==> config.mk <==
export PLATFORM = sky130hd
export DESIGN_NAME = random_galois_ranged
export DESIGN_NICKNAME = d
export VERILOG_FILES = /design/src/rtl/random_galois_ranged_pkg.sv /design/src/rtl/random_galois_ranged_lfsr_step.sv /design/src/rtl/random_galois_ranged.sv
export SDC_FILE = /design/constraint.sdc
export NUM_CORES = 1
export LEC_CHECK = 0
export CORE_MARGIN = 1.5
export CORE_UTILIZATION = 59
export DETAILED_ROUTE_END_ITERATION = 6
export GPL_ROUTABILITY_DRIVEN = 0
export HOLD_SLACK_MARGIN = 0.1
export PLACE_DENSITY = 0.92
export SLEW_MARGIN = 15
export SYNTH_ARGS = -nofsm -noshare
export SYNTH_HDL_FRONTEND = slang
export SYNTH_SLANG_ARGS = --single-unit
==> constraint.sdc <==
create_clock -name clk -period 7.1 [get_ports clk]
set_clock_uncertainty 0.1 [all_clocks]
set_input_delay 1.065 -clock clk [delete_from_list [all_inputs] [get_ports clk]]
set_output_delay 1.065 -clock clk [all_outputs]
set_load 0.005 [all_outputs]
==> src/rtl/random_galois_ranged_pkg.sv <==
// Shared types and default constants for the ranged Galois random generator.
package random_galois_ranged_pkg;

    typedef enum logic [1:0] {
        ST_IDLE = 2'd0,
        ST_GEN  = 2'd1,
        ST_HOLD = 2'd2
    } state_e;

    localparam logic [7:0] DEF_POLY = 8'h8E;
    localparam logic [7:0] DEF_SEED = 8'h32;

endpackage

==> src/rtl/random_galois_ranged_lfsr_step.sv <==
// One combinational Galois LFSR step: shift right, fold POLY in when the dropped bit is 1.
module galois_lfsr_step
    import random_galois_ranged_pkg::*;
#(
    parameter int               WIDTH = 8,
    parameter logic [WIDTH-1:0] POLY  = WIDTH'(DEF_POLY)
) (
    input  logic [WIDTH-1:0] i_q,
    output logic [WIDTH-1:0] o_q
);

    assign o_q = (i_q >> 1) ^ (i_q[0] ? POLY : '0);

endmodule

==> src/rtl/random_galois_ranged.sv <==
// Ranged random generator: Galois LFSR with mask-and-reject sampling below an exclusive bound,
// with a masked fallback after MAX_TRIES rejections.
//
// state | meaning
// IDLE  | waiting for i_req; bound and mask captured on request
// GEN   | advancing LFSR, testing one candidate per cycle
// HOLD  | result presented until i_ready
module random_galois_ranged
    import random_galois_ranged_pkg::*;
#(
    parameter int               WIDTH     = 8,
    parameter logic [WIDTH-1:0] POLY      = WIDTH'(DEF_POLY),
    parameter logic [WIDTH-1:0] SEED      = WIDTH'(DEF_SEED),
    parameter int               STEPS     = 1,
    parameter int               MAX_TRIES = 16
) (
    input  logic             clk,
    input  logic             rst,
    input  logic             i_seed_load,
    input  logic [WIDTH-1:0] i_seed,
    input  logic             i_req,
    input  logic [WIDTH-1:0] i_bound,
    input  logic             i_ready,
    output logic             o_valid,
    output logic [WIDTH-1:0] o_random_data,
    output logic             o_busy
);

    localparam int TW = (MAX_TRIES > 1) ? $clog2(MAX_TRIES) : 1;
    localparam logic [TW-1:0] LAST_TRY = TW'(MAX_TRIES - 1);

    state_e           state_q, state_d;
    logic [WIDTH-1:0] lfsr_q, lfsr_d;
    logic [WIDTH-1:0] bound_q, bound_d;
    logic [WIDTH-1:0] mask_q, mask_d;
    logic [TW-1:0]    tries_q, tries_d;
    logic             valid_q, valid_d;
    logic [WIDTH-1:0] data_q, data_d;
    logic             busy_q, busy_d;

    logic [WIDTH-1:0] chain [STEPS+1];
    logic [WIDTH-1:0] cand;
    logic [WIDTH-1:0] bound_m1;
    logic [WIDTH-1:0] mask_calc;

    assign chain[0] = lfsr_q;

    for (genvar g = 0; g < STEPS; g++) begin : g_step
        galois_lfsr_step #(
            .WIDTH (WIDTH),
            .POLY  (POLY)
        ) u_step (
            .i_q (chain[g]),
            .o_q (chain[g+1])
        );
    end

    assign cand = chain[STEPS] & mask_q;

    // Smear the highest set bit of bound-1 downward: smallest 2^k-1 covering bound-1.
    always_comb begin
        bound_m1  = i_bound - WIDTH'(1);
        mask_calc = bound_m1;
        for (int s = 1; s < WIDTH; s = s * 2) begin
            mask_calc = mask_calc | (mask_calc >> s);
        end
        if (i_bound == '0) begin
            mask_calc = '1;
        end
    end

    always_comb begin
        state_d = state_q;
        lfsr_d  = lfsr_q;
        bound_d = bound_q;
        mask_d  = mask_q;
        tries_d = tries_q;
        valid_d = valid_q;
        data_d  = data_q;

        if (i_seed_load) begin
            lfsr_d  = (i_seed == '0) ? SEED : i_seed;
            state_d = ST_IDLE;
            valid_d = 1'b0;
        end else begin
            case (state_q)
                ST_IDLE: begin
                    if (i_req) begin
                        bound_d = i_bound;
                        mask_d  = mask_calc;
                        tries_d = '0;
                        state_d = ST_GEN;
                    end
                end
                ST_GEN: begin
                    lfsr_d = chain[STEPS];
                    if (bound_q == '0 || cand < bound_q) begin
                        data_d  = cand;
                        valid_d = 1'b1;
                        state_d = ST_HOLD;
                    end else if (tries_q == LAST_TRY) begin
                        data_d  = cand & (mask_q >> 1);
                        valid_d = 1'b1;
                        state_d = ST_HOLD;
                    end else begin
                        tries_d = tries_q + TW'(1);
                    end
                end
                ST_HOLD: begin
                    if (i_ready) begin
                        valid_d = 1'b0;
                        state_d = ST_IDLE;
                    end
                end
                default: state_d = ST_IDLE;
            endcase
        end

        busy_d = (state_d == ST_GEN);
    end

    always_ff @(posedge clk or posedge rst) begin
        if (rst) begin
            state_q <= ST_IDLE;
            lfsr_q  <= SEED;
            bound_q <= '0;
            mask_q  <= '0;
            tries_q <= '0;
            valid_q <= 1'b0;
            data_q  <= '0;
            busy_q  <= 1'b0;
        end else begin
            state_q <= state_d;
            lfsr_q  <= lfsr_d;
            bound_q <= bound_d;
            mask_q  <= mask_d;
            tries_q <= tries_d;
            valid_q <= valid_d;
            data_q  <= data_d;
            busy_q  <= busy_d;
        end
    end

    assign o_valid       = valid_q;
    assign o_random_data = data_q;
    assign o_busy        = busy_q;

endmodule

==> out/metrics.cfg <==
[logic_synthesis]
synth_top_area_frac=0.408
ys.flop_type=dfrtp_1
ys_seq_area_frac=0.443
synth_most_common_cell=dfrtp_1
synth_enable_flop_cells=0
yosys.cell_types.count=48
synth.area.top_cells=dfrtp_1, ha_1, nand2_1
synth_compound_area_frac=0.206
syn_area_um2=2270
synth_top_family_by_area=compound AO/OA/AOI/OAI gates
avgSynthCellArea_um2=9.57
synth-seq-cells=40
synth_mux_area_frac=0.0370
syn_inst=237
synthXorXnorAreaFrac=0.0232
syn_nets=268
yosys.area_share.adder=0.0552
ys.warnings.count=0
netlist_top_cells_count=dfrtp_1, nand2_1, nor2_1
async_reset_ff_frac=1.00
synth-simple-area-share=0.185
yosys.area.top_type=dfrtp_1

[route]
drtAntennaViolNets=0
vias_per_cell=5.95
drc_errors=0
wirelength_mm=4.91
firstDrtPassIters=4
drt_iter0_drc=151
wl_met1_mm=2.19
wl_per_cell_um=15.5
wl_met3_um=239
via_count=1880
dr_wl_met2_mm=2.37
top_layer=met4

[grt]
grt_pass1_vias=1858
grt_max_degree=41
grt_use_total=0.266
grt_first_pass_wirelength_mm=8.60
antenna_found_initial=0
grt_overflow=0

[place]
post-dp-hpwl_mm=3.56
place_ws_ps=3490
port_buffers=30

[cts]
htreeDepth=2
clock_latency_ps=300
cts-root-buf=clkbuf_8
postCtsHoldBufs=0
cts_resized=0
clk_path_buf_depth=2
cts.reportedPaths.clkPinSlew_ps=80
cts_tree=yes
cts-buffers-inserted=5
clock-sinks=40
cts_setup_buffers=0

[pwr]
sequentialPowerShare=0.375
power_density_nw_per_um2=371
combPwrFrac=0.468
p_int_uw=610
ir_drop_mv=0.253
p_switching_uw=386
cellLeakagePower_uw=0.00112
p_sw_frac=0.388
pwr-share-clk=0.157

[sta]
rsz0062_at_grt=no
fmax_mhz=302
slew_headroom=0.501
final_hold_viol_count=0
fin_hold_ws_ps=402
min_period_ps=3310
fin_crit_sh=0.466
setup_viol=0
maxSlewViolCount=0
tns_ps=0
fin_ws_ps=3790
worst_pin_slew_ps=748

[floorplanning]
coreArea_um2=3690
boundaryPins=31
chipWidth_um=65.0
die_h_um=65.0
row_count=22
die-area_um2=4220
start_util=0.615

[critical_path]
worstSetupEndpointType=register
crit_path_max_fanout=24
crit_path_cell_trace=clkdlybuf4s50_1 -> a2111o_4 -> nor2_4 -> nand2_1 -> nor3_1 -> a21oi_1
crit_required_ps=7160
crit_slowest_cell=clkdlybuf4s50_1
criticalPathCategory=in2reg
path_buf_inv=1
arrival_ps=3370
start_kind=primary input
crit_family=simple AND/OR/NAND/NOR gates
max_stage_delay_ps=730

[cells_and_area]
syn2layout_area_growth_pct=18.4
drive_gt1_frac=0.108
nFillCells=283
diodes=0
nets=298

[run]
drv_cap=0

[run_status]
status=complete, no violations

[hold_path]
hold_path_class=reg2reg

[worst reg2reg max path, cell delays in order (launching register included)]
cell and delay [ps]:
dfstp_2 550, xor2_1 250, and2_1 210, ha_1 270, and3_1 190, a211oi_2 280, a2bb2oi_2 620, a21oi_1 130
o31ai_2 220
[state kept, by name, indices dropped and copies added (netlist names)]
name / flops
tries_q: 4
mask_q: 8
o_busy: 1
state_q: 2
o_random_data: 8
lfsr_q: 8
o_valid: 1
bound_q: 8
[placed cells by master, fill, tap and decap left out, types with 5 or more instances in the layout]
master and count:
a21o_2 5, clkdlybuf4s50_1 30, ha_1 10, nand3_1 7, dfrtp_1 37, nor2_1 22, clkbuf_8 6, mux2i_1 5
nand2_1 26, inv_1 16, a21oi_1 12, and2_1 6, o21ai_0 16, a32o_1 6
[through the flow]
step | util | power [uW] | instance area [um^2] | instances
2_1_floorplan | - | 695 | 2270 | 237
3_3_place_gp | 0.702 | 810 | 2590 | 308
3_5_place_dp | 0.702 | 832 | 2590 | 308
4_1_cts | 0.728 | 992 | 2680 | 316
5_1_grt | 0.728 | 1070 | 2680 | 316
6_report | 0.728 | 996 | 2680 | 316
[metal layers]
layer / track usage / vias to the layer above
met5: 0 / -
met4: 0.0984 / 0
met3: 0.0642 / 11
met2: 0.428 / 62
met1: 0.350 / 900
li1: - / 907
[worst paths after layout]
kind	startpoint	endpoint	slack, ps	cells past startpoint
max	i_seed_load	mask_q[0]	3790	6
min	o_random_data[3]	o_random_data[3]	400	1
max reg2reg	lfsr_q[4]	o_random_data[0]	4180	8
min reg2reg	o_random_data[3]	o_random_data[3]	400	1
max in group asynchronous	rst	lfsr_q[1]	5450	3
min in group asynchronous	rst	bound_q[1]	1090	3
[power groups by stage]
stage | sequential [uW] | combinational (uW) | clock [uW]
floorplan | 359 | 336 | 0
global placement | 372 | 438 | 0
detailed placement | 376 | 456 | 0
CTS | 372 | 461 | 158
global route | 384 | 516 | 169
finish | 373 | 466 | 157
[cells by family (layout without fill, tap and decap cells)]
| kind of cell | count (synthesis) | after routing |
|---|---|---|
| AO/OA/AOI/OAI | 64 | 64 |
| XOR/XNOR | 6 | 6 |
| adder cells (fa/ha/maj) | 10 | 10 |
| buffers and inverters | 25 | 56 |
| flip-flops | 40 | 40 |
| multiplexers | 8 | 8 |
| AND/OR/NAND/NOR | 84 | 84 |
[final cells by class]
cell class | count | area [um^2] | share of cell area
multi-input cells | 172 | 1150 | 0.428
flip-flops and latches | 40 | 1000 | 0.374
repair buffers | 32 | 315 | 0.117
clock buffers | 7 | 86.3 | 0.0322
inverters | 16 | 60.1 | 0.0224
well taps | 48 | 60.1 | 0.0224
clock inverters | 1 | 7.51 | 0.00280
Note: power is estimated with default switching activity, not from simulation.
